--- config.mk ---
export PLATFORM = sky130hd
export DESIGN_NAME = rtype_seq_ctrl_flat
export DESIGN_NICKNAME = d
export VERILOG_FILES = /design/src/rtl/rtype_seq_ctrl_if.sv /design/src/rtl/rtype_seq_ctrl.sv /design/src/flat_wrapper.sv
export SDC_FILE = /design/constraint.sdc
export NUM_CORES = 1
export LEC_CHECK = 0
export BUFFER_PORTS_ARGS = -buffer_cell sky130_fd_sc_hd__buf_2
export CAP_MARGIN = 20
export CORE_ASPECT_RATIO = 1.4
export CORE_MARGIN = 5
export CORE_UTILIZATION = 53
export CTS_CLUSTER_DIAMETER = 50
export DETAILED_ROUTE_END_ITERATION = 8
export PLACE_DENSITY = 0.91
export SYNTH_ARGS = -nofsm -noshare
export SYNTH_HDL_FRONTEND = slang
export SYNTH_SLANG_ARGS = --single-unit
--- constraint.sdc ---
create_clock -name clk -period 2.1 [get_ports clk]
set_input_delay 0.42 -clock clk [delete_from_list [all_inputs] [get_ports clk]]
set_output_delay 0.42 -clock clk [all_outputs]
set_load 0.01 [all_outputs]
--- src/rtl/rtype_seq_ctrl_if.sv ---
// Instruction-fetch port of the R-type sequencer.
//   I_REQ  : fetch request (controller -> memory)
//   I_ADDR : fetch address, the current PC (controller -> memory)
//   I_ACK  : instruction valid this cycle (memory -> controller)
//   I_DATA : instruction word, sampled when I_REQ & I_ACK (memory -> controller)
// The master modport is the controller side; the slave modport is the memory side.
interface rtype_seq_ctrl_if;
    logic        I_REQ;
    logic [31:0] I_ADDR;
    logic        I_ACK;
    logic [31:0] I_DATA;

    modport master (
        output I_REQ,
        output I_ADDR,
        input  I_ACK,
        input  I_DATA
    );

    modport slave (
        input  I_REQ,
        input  I_ADDR,
        output I_ACK,
        output I_DATA
    );
endinterface

--- src/rtl/rtype_seq_ctrl.sv ---
// Multi-cycle sequencer for the R-type datapath.
// Each pass runs FETCH -> DECODE -> EXEC -> WB, then advances the PC by 4.
// Ports:
//   clk, rst_n   : clock (rising edge), asynchronous active-low reset
//   run          : level enable; leaves IDLE and continues while high
//   imem         : instruction fetch port (req/ack, address, data)
//   R_ADDR_A/B   : register-file read addresses, IR[25:21] / IR[20:16]
//   W_ADDR       : register-file write address, IR[15:11]
//   ALU_OP       : 3-bit ALU operation, updated in DECODE for legal instructions
//   ALU_LATCH    : one-cycle strobe in EXEC for legal instructions
//   WE           : one-cycle write strobe in WB (legal and W_ADDR != 0)
//   ILLEGAL      : one-cycle pulse in WB for unsupported instructions
//   FETCH_FAULT  : one-cycle pulse after FETCH_TIMEOUT cycles without I_ACK
//   BUSY         : high in every state except IDLE
//   RETIRED      : count of completed instructions, wraps at 2^CNT_W
module rtype_seq_ctrl #(
    parameter logic [31:0] RESET_PC      = 32'h0000_0000,
    parameter int unsigned FETCH_TIMEOUT = 16,
    parameter int unsigned CNT_W         = 16
) (
    input  logic                 clk,
    input  logic                 rst_n,
    input  logic                 run,
    rtype_seq_ctrl_if.master     imem,
    output logic [4:0]           R_ADDR_A,
    output logic [4:0]           R_ADDR_B,
    output logic [4:0]           W_ADDR,
    output logic [2:0]           ALU_OP,
    output logic                 ALU_LATCH,
    output logic                 WE,
    output logic                 ILLEGAL,
    output logic                 FETCH_FAULT,
    output logic                 BUSY,
    output logic [CNT_W-1:0]     RETIRED
);

    typedef enum logic [2:0] {StIdle, StFetch, StDecode, StExec, StWb} state_e;

    // Counter value seen in the last FETCH cycle that may still be acknowledged.
    localparam logic [7:0] TimeoutLast = 8'(FETCH_TIMEOUT - 1);

    state_e             state_q, state_d;
    logic [31:0]        pc_q, pc_d;
    logic [31:0]        ir_q, ir_d;
    logic [2:0]         alu_op_q, alu_op_d;
    logic               legal_q, legal_d;
    logic [7:0]         cnt_q, cnt_d;
    logic [CNT_W-1:0]   retired_q, retired_d;
    logic               i_req_q, i_req_d;
    logic               alu_latch_q, alu_latch_d;
    logic               we_q, we_d;
    logic               illegal_q, illegal_d;
    logic               fault_q, fault_d;
    logic               busy_q, busy_d;

    logic               dec_legal;
    logic [2:0]         dec_op;

    // Shift-amount field is not used by any supported operation.
    logic unused_shamt;
    assign unused_shamt = ^ir_q[10:6];

    // Opcode/func decode of the held instruction register.
    always_comb begin
        dec_legal = 1'b0;
        dec_op    = 3'b000;
        if (ir_q[31:26] == 6'b000000) begin
            dec_legal = 1'b1;
            unique case (ir_q[5:0])
                6'b100000: dec_op = 3'b100;
                6'b100010: dec_op = 3'b101;
                6'b100100: dec_op = 3'b000;
                6'b100101: dec_op = 3'b001;
                6'b100110: dec_op = 3'b010;
                6'b100111: dec_op = 3'b011;
                6'b101011: dec_op = 3'b110;
                6'b000100: dec_op = 3'b111;
                default:   dec_legal = 1'b0;
            endcase
        end
    end

    always_comb begin
        state_d     = state_q;
        pc_d        = pc_q;
        ir_d        = ir_q;
        alu_op_d    = alu_op_q;
        legal_d     = legal_q;
        cnt_d       = cnt_q;
        retired_d   = retired_q;
        alu_latch_d = 1'b0;
        we_d        = 1'b0;
        illegal_d   = 1'b0;
        fault_d     = 1'b0;

        unique case (state_q)
            StIdle: begin
                if (run) state_d = StFetch;
            end
            StFetch: begin
                if (imem.I_ACK) begin
                    ir_d    = imem.I_DATA;
                    cnt_d   = 8'd0;
                    state_d = StDecode;
                end else if (cnt_q == TimeoutLast) begin
                    cnt_d   = 8'd0;
                    fault_d = 1'b1;
                    state_d = StIdle;
                end else begin
                    cnt_d = cnt_q + 8'd1;
                end
            end
            StDecode: begin
                legal_d     = dec_legal;
                // Illegal instructions leave the last ALU operation in place.
                if (dec_legal) alu_op_d = dec_op;
                alu_latch_d = dec_legal;
                state_d     = StExec;
            end
            StExec: begin
                // Writes to $0 are dropped without flagging anything.
                we_d      = legal_q && (ir_q[15:11] != 5'd0);
                illegal_d = !legal_q;
                state_d   = StWb;
            end
            StWb: begin
                pc_d      = pc_q + 32'd4;
                retired_d = retired_q + CNT_W'(1);
                state_d   = run ? StFetch : StIdle;
            end
            default: state_d = StIdle;
        endcase

        // Strobes are decodes of the state being entered, so they line up with it.
        i_req_d = (state_d == StFetch);
        busy_d  = (state_d != StIdle);
    end

    always_ff @(posedge clk or negedge rst_n) begin
        if (!rst_n) begin
            state_q     <= StIdle;
            pc_q        <= RESET_PC;
            ir_q        <= 32'd0;
            alu_op_q    <= 3'b000;
            legal_q     <= 1'b0;
            cnt_q       <= 8'd0;
            retired_q   <= '0;
            i_req_q     <= 1'b0;
            alu_latch_q <= 1'b0;
            we_q        <= 1'b0;
            illegal_q   <= 1'b0;
            fault_q     <= 1'b0;
            busy_q      <= 1'b0;
        end else begin
            state_q     <= state_d;
            pc_q        <= pc_d;
            ir_q        <= ir_d;
            alu_op_q    <= alu_op_d;
            legal_q     <= legal_d;
            cnt_q       <= cnt_d;
            retired_q   <= retired_d;
            i_req_q     <= i_req_d;
            alu_latch_q <= alu_latch_d;
            we_q        <= we_d;
            illegal_q   <= illegal_d;
            fault_q     <= fault_d;
            busy_q      <= busy_d;
        end
    end

    assign imem.I_REQ  = i_req_q;
    assign imem.I_ADDR = pc_q;
    assign R_ADDR_A    = ir_q[25:21];
    assign R_ADDR_B    = ir_q[20:16];
    assign W_ADDR      = ir_q[15:11];
    assign ALU_OP      = alu_op_q;
    assign ALU_LATCH   = alu_latch_q;
    assign WE          = we_q;
    assign ILLEGAL     = illegal_q;
    assign FETCH_FAULT = fault_q;
    assign BUSY        = busy_q;
    assign RETIRED     = retired_q;

endmodule
--- src/flat_wrapper.sv ---
// flat-port wrapper written by rule: the top's interface ports become plain ports
module rtype_seq_ctrl_flat 
#(
    parameter logic [31:0] RESET_PC      = 32'h0000_0000,
    parameter int unsigned FETCH_TIMEOUT = 16,
    parameter int unsigned CNT_W         = 16
)
  (clk, rst_n, run, R_ADDR_A, R_ADDR_B, W_ADDR, ALU_OP, ALU_LATCH, WE, ILLEGAL, FETCH_FAULT, BUSY, RETIRED, imem_I_REQ, imem_I_ADDR, imem_I_ACK, imem_I_DATA);
  rtype_seq_ctrl_if imem_i ();
  input  logic clk;
  input  logic rst_n;
  input  logic run;
  output logic [4:0] R_ADDR_A;
  output logic [4:0] R_ADDR_B;
  output logic [4:0] W_ADDR;
  output logic [2:0] ALU_OP;
  output logic ALU_LATCH;
  output logic WE;
  output logic ILLEGAL;
  output logic FETCH_FAULT;
  output logic BUSY;
  output logic [CNT_W-1:0] RETIRED;
  output wire logic [$bits(imem_i.I_REQ)-1:0] imem_I_REQ;
  output wire logic [$bits(imem_i.I_ADDR)-1:0] imem_I_ADDR;
  input wire logic [$bits(imem_i.I_ACK)-1:0] imem_I_ACK;
  input wire logic [$bits(imem_i.I_DATA)-1:0] imem_I_DATA;
  assign imem_I_REQ = imem_i.I_REQ;
  assign imem_I_ADDR = imem_i.I_ADDR;
  assign imem_i.I_ACK = imem_I_ACK;
  assign imem_i.I_DATA = imem_I_DATA;
  rtype_seq_ctrl #(.RESET_PC(RESET_PC), .FETCH_TIMEOUT(FETCH_TIMEOUT), .CNT_W(CNT_W)) u_core (.clk(clk), .rst_n(rst_n), .run(run), .imem(imem_i), .R_ADDR_A(R_ADDR_A), .R_ADDR_B(R_ADDR_B), .W_ADDR(W_ADDR), .ALU_OP(ALU_OP), .ALU_LATCH(ALU_LATCH), .WE(WE), .ILLEGAL(ILLEGAL), .FETCH_FAULT(FETCH_FAULT), .BUSY(BUSY), .RETIRED(RETIRED));
endmodule
Yosys cells after proc, flatten, opt, wreduce, memory -nomap -nowiden
Index checks and enable logic that the tools add are counted.
{"block": "word_totals", "input_bits": 36, "rom_bits": 0, "ramBits": 0, "latchBits": 0, "memories": 0, "word_cells": 56, "reg_bits": 101}
{"block": "op_classes", "n_mul": 0, "add_sub_neg": 3, "n_reduce_logical": 9, "n_bitwise": 0, "n_div": 0, "n_shift": 0, "magnitude_cmp": 0, "n_mux": 17, "eq_ne": 14}
{"op": "6-bit == test (second input constant)", "n": 7}
{"op": "32-bit by 3-bit adder with 32-bit output (second input constant)", "n": 1}
{"op": "3-bit case mux with 7 select lines", "n": 1}
{"op": "16-bit by 1-bit adder with 16-bit output (second input constant)", "n": 1}
{"op": "8-bit two-way mux", "n": 2}
{"op": "3-bit case mux with 5 select lines", "n": 1}
{"op": "3-bit two-way mux", "n": 4}
{"op": "1-bit two-way mux", "n": 9}
{"op": "8-bit by 1-bit adder with 8-bit output (second input constant)", "n": 1}
{"op": "8-bit by 4-bit == test with 1-bit output (second input constant)", "n": 1}
{"op": "8-bit OR reduction", "n": 1}
{"op": "3-bit by 1-bit == test with 1-bit output (second input constant)", "n": 2}
{"op": "3-bit by 2-bit == test with 1-bit output (second input constant)", "n": 2}
{"op": "6-bit by 3-bit == test with 1-bit output (second input constant)", "n": 1}
{"op": "6-bit zero test", "n": 1}
{"op": "5-bit nonzero test", "n": 1}
{"op": "2-bit AND reduction", "n": 2}
{"op": "3-bit == test (second input constant)", "n": 1}
{"op": "3-bit zero test", "n": 1}
{"op": "3-bit nonzero test", "n": 1}
{"op": "1-bit logical AND", "n": 1}
{"op": "1-bit zero test", "n": 1}

Longest topological paths before layout
Gate-level depths: netlist of run 1.
{"block": "depth", "depth_word": 5, "depth_mapped": 7, "ltp_nobuf": 5}

Worst setup path after synthesis of run 1
No wires, ideal clock.
{"block": "synth_timing", "path_kind": "reg2reg", "startpoint": "register u_core.state_q[1]", "endpoint": "register u_core.pc_q[17] (netlist: u_core.imem.I_ADDR[17])", "path_slack_ns": 0.250, "stages_incl_launch_ff": 7, "setup_ns": 0.127, "t_required_ns": 1.973, "path_buffers": 2, "arrival_ns": 1.723, "path_cell_list": "dfrtp_1 buf_6 or3b_1 buf_6 nor4_4 nand4_1 xnor2_1"}
{"block": "synth_between", "elab_chain_cells": 1}
{"element": "start, declared", "line_no": "rtype_seq_ctrl.sv:42", "rtl": "state_e state_q, state_d;"}
{"element": "start signal, assigned", "line_no": "rtype_seq_ctrl.sv:141", "rtl": "state_q <= StIdle;"}
{"element": "start signal, assigned", "line_no": "rtype_seq_ctrl.sv:155", "rtl": "state_q <= state_d;"}
{"element": "3-bit == test", "line_no": "rtype_seq_ctrl.sv:96", "rtl": "unique case (state_q)"}
{"element": "end signal, assigned", "line_no": "rtype_seq_ctrl.sv:156", "rtl": "pc_q <= pc_d;"}
{"element": "end, declared", "line_no": "rtype_seq_ctrl.sv:43", "rtl": "logic [31:0] pc_q, pc_d;"}
No other way between the ends.
A chain may end at the register's enable or synchronous reset.

Worst setup path in the final report of run 1
{"block": "layout_timing", "startpoint": "register u_core.state_q[1]", "endpoint": "register u_core.pc_q[31] (netlist: u_core.imem.I_ADDR[31])"}
The elaborated chain is that of the path after synthesis.

==> results of run 1 <==
==> final cells by class <==
| type | count | area, µm² |
|---|---|---|
| clock buffer | 13 | 149 |
| clock inverter | 3 | 67.6 |
| fill | 634 | 2780 |
| inverter | 9 | 33.8 |
| multi-input combinational | 241 | 1680 |
| sequential | 94 | 2350 |
| tap | 100 | 125 |
| timing repair buffer | 111 | 611 |
==> cells in the mapped netlist <==
cell	instances	share of area, %
nand4b_1	1	0.21
and3_1	5	0.74
and4_1	2	0.41
or3b_1	2	0.41
xor2_1	12	2.5
buf_6	2	0.53
buf_2	4	0.47
nor2_1	15	1.3
mux2_2	29	7.7
or3_1	2	0.30
o31ai_1	1	0.18
nor3b_1	3	0.53
nor2_2	1	0.15
and2b_1	1	0.18
nand3_1	22	2.6
ha_1	3	0.89
nor2b_1	3	0.44
o211ai_1	2	0.35
nand2_1	37	3.3
nor4_4	2	1.0
nor3_1	12	1.4
nor3b_2	1	0.30
and2_1	2	0.30
o311a_1	1	0.24
inv_1	9	0.80
nor4_1	6	0.89
xnor2_1	37	7.6
a2111oi_0	1	0.21
o21ai_0	8	0.94
conb_1	1	0.088
buf_4	17	3.0
nand4_1	14	2.1
and3b_1	2	0.41
o31a_1	1	0.21
dfrtp_1	94	55
a31o_2	1	0.21
clkbuf_1	3	0.27
nand2b_1	2	0.30
a41oi_1	1	0.21
or4_1	1	0.18
a21oi_1	6	0.71
==> how the worst max path moves through the flow <==
stage | from | to | slack [ps] | cells past startpoint
global route | u_core.state_q[0] | u_core.imem.I_ADDR[31] | 10 | 4
CTS | u_core.state_q[1] | u_core.imem.I_ADDR[31] | 150 | 4
finish | u_core.state_q[1] | u_core.imem.I_ADDR[31] | 170 | 4
detailed placement | u_core.state_q[1] | u_core.imem.I_ADDR[17] | 160 | 4
floorplan | u_core.state_q[1] | u_core.imem.I_ADDR[17] | 250 | 6
global placement | u_core.state_q[1] | u_core.imem.I_ADDR[27] | 200 | 4
==> per-stage QoR <==
step	cells	instance area, µm²	power (µW)	hold slack, ps
finish	571	5010	5490	45.2
global route	571	5010	5860	83.4
CTS	571	5010	5550	45.2
detailed placement	555	4800	4250	446
global placement	555	4800	4130	442
floorplan	370	4240	3820	124
==> metal layers <==
layer	vias to the layer above	GRT usage, %	routed length, µm
met5	-	0	0
met4	0	7.60	156
met3	12	2.77	474
met2	88	32.1	4410
met1	1509	22.5	3480
li1	1452	-	-
==> logic make-up after synthesis <==
group / count (synthesis) / share of synthesized area [%]
simple gates: 136 / 17.4
flops: 94 / 55.5
xor+xnor: 49 / 10.1
buf+inv: 35 / 5.08
mux: 29 / 7.70
compound gates: 22 / 3.25
fa+ha+maj: 3 / 0.885
other cells: 1 / 0.0884
==> placed cells by master (no fill, tap or decap), types with 3 or more instances in the layout <==
cell type  synthesis  final
clkbuf_1           3      3
and3_1             5      5
nand4_1           14     14
nor2b_1            3      3
clkbuf_8           0     10
ha_1               3      3
mux2_2            29     29
xor2_1            12     12
nor2_1            15     15
xnor2_1           37     37
nor3b_1            3      3
a21oi_1            6      6
nor4_1             6      6
dfrtp_1           94     94
buf_4             17     10
buf_2              4     99
nor3_1            12     12
inv_1              9      9
nand3_1           22     22
nand2_1           37     37
o21ai_0            8      8
==> flip-flops by register name, indices dropped and copies added, names as in the netlist <==
name / cells
u_core.imem.I_ADDR: 30
u_core.ir_q: 27
u_core.RETIRED: 16
u_core.cnt_q: 8
u_core.ALU_OP: 3
u_core.state_q: 3
u_core.ALU_LATCH: 1
u_core.BUSY: 1
u_core.FETCH_FAULT: 1
u_core.ILLEGAL: 1
u_core.WE: 1
u_core.imem.I_REQ: 1
u_core.legal_q: 1
==> power by group through the flow <==
stage / sequential, µW / combinational, µW / clock [µW]
floorplan: 2620 / 1200 / 0
global placement: 2630 / 1500 / 0
detailed placement: 2680 / 1570 / 0
CTS: 2640 / 1570 / 1340
global route: 2720 / 1730 / 1410
finish: 2650 / 1540 / 1300
==> metrics.cfg, run 1 <==
[global_routing]
grt_pass1_vias = 3210
grtUsageTotal_pct = 18.3
grt_max_degree = 43
grt_overflow = 0
grt_pass1_wl_um = 14500
antenna_found_initial = 0

[power]
power.internal_uw = 3750
p_switching_uw = 1740
p_clk_share_pct = 23.7
p_per_area_nw_per_um2 = 1100
p_leak_uw = 0.00243
ir_drop_uv = 843
p_sw_share_pct = 31.7
power_frac_comb_pct = 28.1
seqPwrFrac_pct = 48.2

[logic_synthesis]
seq_area_frac_synth_pct = 55.5
syn-instance-count = 369
netlist_area_um2 = 4240
synth_area_per_cell_um2 = 11.5
synth-seq-cells = 94
synth_cell_types = 41
yosys_warnings = 0

[floorplanning]
io_pins = 108
dieHeight_um = 116
die-area_um2 = 9910
die_w_um = 85.6
rows = 38
fp.coreArea_um2 = 7800
start_util_pct = 54.4

[timing]
worst_slew_pin_slew_ps = 555
max_clock_freq_ghz = 0.518
slew_viol_final = 0
finalSetupViolations = 0
worst_slack_ps = 169
tns_ps = 0
rsz0062_at_grt = no
max-slew-margin-rel_pct = 62.7
post-route-min-period_ps = 1930
finalCritPeriodShare_pct = 91.9
skew_ps = 12.0
hold_viol = 0

[route]
drc_errors = 0
finalWirelength_um = 8520
via_per_inst = 5.36
drtAntennaViolNets = 0
num_vias = 3061
detail_route.wl_per_cell_um = 14.9
drtIter0Drc = 89
dr.pass1.iters = 4

[setup_path]
cpLargestDelayFamily = simple AND/OR/NAND/NOR gates
rrSetupSlack_ps = 170
end_kind = flip-flop
crit_chain = or3b_1, nor4_4, nand4_1, xnor2_1
critPathArrivalTime_ps = 2170
critical_path.max_stage_delay_ps = 590
cp_max_fo = 9
r2r_cells = 4
crit_required_ps = 2340
start_kind = flip-flop
worstPathBufferInverterCount = 0
rr_startpoint = u_core.state_q[1]
cp_slowest_cell = nor4_4
r2r-end = u_core.imem.I_ADDR[31]
path_class = reg2reg

[clocking]
clk_pin_slew_worst_paths_ps = 90
tritoncts = yes
cts_root_buffer = clkbuf_8
htree_num_levels = 3
numCtsBuffers = 9
cts.repair.resized = 0
post-cts-setup-buffers = 0
cts_sinks = 94
clock_latency_ps = 360
cts_buffer_depth = 2
cts_hold_buf = 0

[run]
max-cap-violations = 0

[outcome]
outcome = completed

[placement]
dpl.hpwl_um = 6400
dp_slack_ps = 164
place.gp.congestion = 0.764
port_buffers = 100

[layout]
diodes = 0
drive_above_1_share_pct = 33.5
layout.nets = 505
syn2layout_area_growth_pct = 18.3
post-route-util_pct = 64.3

[hold_path]
hold_path.class = in2async

Power figures use the tool's default switching activity.
==> run 2, diff against run 1 <==
CORE_UTILIZATION = 55   (was 53)
PLACE_DENSITY = 0.93   (was 0.91)
clock period = 2.5 ns   (was 2.1 ns; I/O delays follow)
==> run 2 against run 1 <==
  * Routed wire length is 0.26% lower
  * Maximum frequency fell by 11%
  * Critical path depth unchanged
  * Via count grew 0.59%
  * Register-to-register slack better by 150 ps
  * Die area down 3.3%
  * Sequential share of layout area grew 0.63 points
  * Hold slack worse by 1.5 ps
  * Sequential power is 15% lower
  * Clock power shrank 21%
  * Combinational power decreased by 21%
  * Global-route usage is 0.12 points higher
  * Critical endpoint is now u_core.imem.I_ADDR[29]
  * Largest power group unchanged
  * Highest routed layer unchanged
==> metrics.cfg, run 2 (synthesized netlist as in run 1, its figures left out) <==
[route]
detail_route.wl_per_cell_um = 15.1
via_per_inst = 5.46
drc_errors = 0
dr.pass1.iters = 4
finalWirelength_um = 8490
num_vias = 3079
drtIter0Drc = 131
drtAntennaViolNets = 0

[setup_path]
startpoint = u_core.state_q[1]
critPathArrivalTime_ps = 2420
r2r_cells = 4
crit_required_ps = 2740
crit_chain = or3b_1, nor4_4, nand4_1, xnor2_1
cp_max_fo = 10
r2r-end = u_core.imem.I_ADDR[29]
rrSetupSlack_ps = 320
start_kind = flip-flop
cp_slowest_cell = or3b_1
crit_end = u_core.imem.I_ADDR[29]
path_class = reg2reg
rr_startpoint = u_core.state_q[1]
critical_path.max_stage_delay_ps = 630
end_kind = flip-flop

[clocking]
numCtsBuffers = 9
cts_hold_buf = 0
htree_num_levels = 3
clock_latency_ps = 350
cts.repair.resized = 0
tritoncts = yes
clk_pin_slew_worst_paths_ps = 90
cts_sinks = 94
post-cts-setup-buffers = 0
cts_buffer_depth = 2
cts_root_buffer = clkbuf_8

[global_routing]
grt_max_degree = 70
antenna_found_initial = 0
grt_pass1_vias = 3135
grt_pass1_wl_um = 14200
grt_overflow = 0
grtUsageTotal_pct = 18.4

[power]
ir_drop_uv = 638
p_leak_uw = 0.00240
p_sw_share_pct = 31.9
p_clk_share_pct = 23.0
power_frac_comb_pct = 27.1
p_switching_uw = 1430
power.internal_uw = 3060
p_per_area_nw_per_um2 = 907
seqPwrFrac_pct = 49.9

[timing]
post-route-min-period_ps = 2180
skew_ps = 10.8
max_clock_freq_ghz = 0.459
finalCritPeriodShare_pct = 87.1
max-slew-margin-rel_pct = 64.4
slew_viol_final = 0
rsz0062_at_grt = no
hold_viol = 0
worst_slew_pin_slew_ps = 530
tns_ps = 0
finalSetupViolations = 0
worst_slack_ps = 322

[floorplanning]
dieHeight_um = 114
io_pins = 108
die_w_um = 84.2
die-area_um2 = 9590
fp.coreArea_um2 = 7650
start_util_pct = 55.4
rows = 38

[layout]
mostFrequentLayoutCells = buf_2 (99), dfrtp_1 (94), nand2_1 (37), xnor2_1 (37), mux2_2 (29)
syn2layout_area_growth_pct = 16.7
layout.nets = 499
diodes = 0
largest_reg_flops = 30
final_common_cell = buf_2
stdcell_area_um2 = 4950
drive_above_1_share_pct = 33.0
post-route-util_pct = 64.6

[placement]
dpl.hpwl_um = 6260
port_buffers = 100
dp_slack_ps = 317
place.gp.congestion = 0.832
dpl-instance-area_um2 = 4740

[outcome]
outcome = completed

[hold_path]
hold_path.class = in2async

[run]
max-cap-violations = 0

run 2: cell count changes in the layout (fill, tap and decap cells not counted):
cell        change
clkinvlp_4      -1
buf_12          -1
bufinv_16       -1
clkbuf_8        +2
buf_4           -5
inv_6           +1
clkbuf_1        -2
run 2: power by group through the flow:
stage / Clock (µW) / Combinational, µW / Sequential, µW
2_1_floorplan: 0 / 1010 / 2200
3_3_place_gp: 0 / 1180 / 2230
3_5_place_dp: 0 / 1240 / 2260
4_1_cts: 1060 / 1240 / 2240
5_1_grt: 1130 / 1370 / 2300
6_report: 1030 / 1220 / 2240
run 2: layout make-up:
class / instances / area [µm²]
clock inverter: 2 / 38.8
inverter: 9 / 33.8
tap: 100 / 125
sequential: 94 / 2350
multi-input combinational: 241 / 1680
clock buffer: 13 / 169
fill: 599 / 2710
timing repair buffer: 105 / 553
run 2: worst max-delay path, delay by kind of cell (launching register included):
kind                      cells  cell delay, ps
and+or+nand+nor               3            1450
DFF                           1             470
xor gates and xnor gates      1             160
run 2: metal layers:
metal,vias to the layer above,part of all wire [%],global-route usage [%],wire (µm)
li1,1437,-,-,-
met1,1528,39,21.3,3340
met2,99,52,32.2,4410
met3,15,6.3,4.12,538
met4,0,2.4,8.58,204
met5,-,0,0,0
run 2: through the flow:
step,std cells,total power (µW),hold WS (ps)
floorplan,370,3210,204
global placement,549,3410,424
detailed placement,549,3510,435
CTS,564,4540,42.2
global route,564,4800,43.6
finish,564,4490,43.8
run 2: worst min path at each step:
stage | from | to | slack [ps] | cells past startpoint
finish | rst_n | u_core.ir_q[0] | 40 | 1
global route | rst_n | u_core.imem.I_ADDR[30] | 40 | 1
CTS | rst_n | u_core.imem.I_ADDR[31] | 40 | 1
detailed placement | rst_n | u_core.imem.I_ADDR[31] | 440 | 1
global placement | rst_n | u_core.imem.I_ADDR[31] | 420 | 1
floorplan | rst_n | u_core.ALU_LATCH | 200 | 0
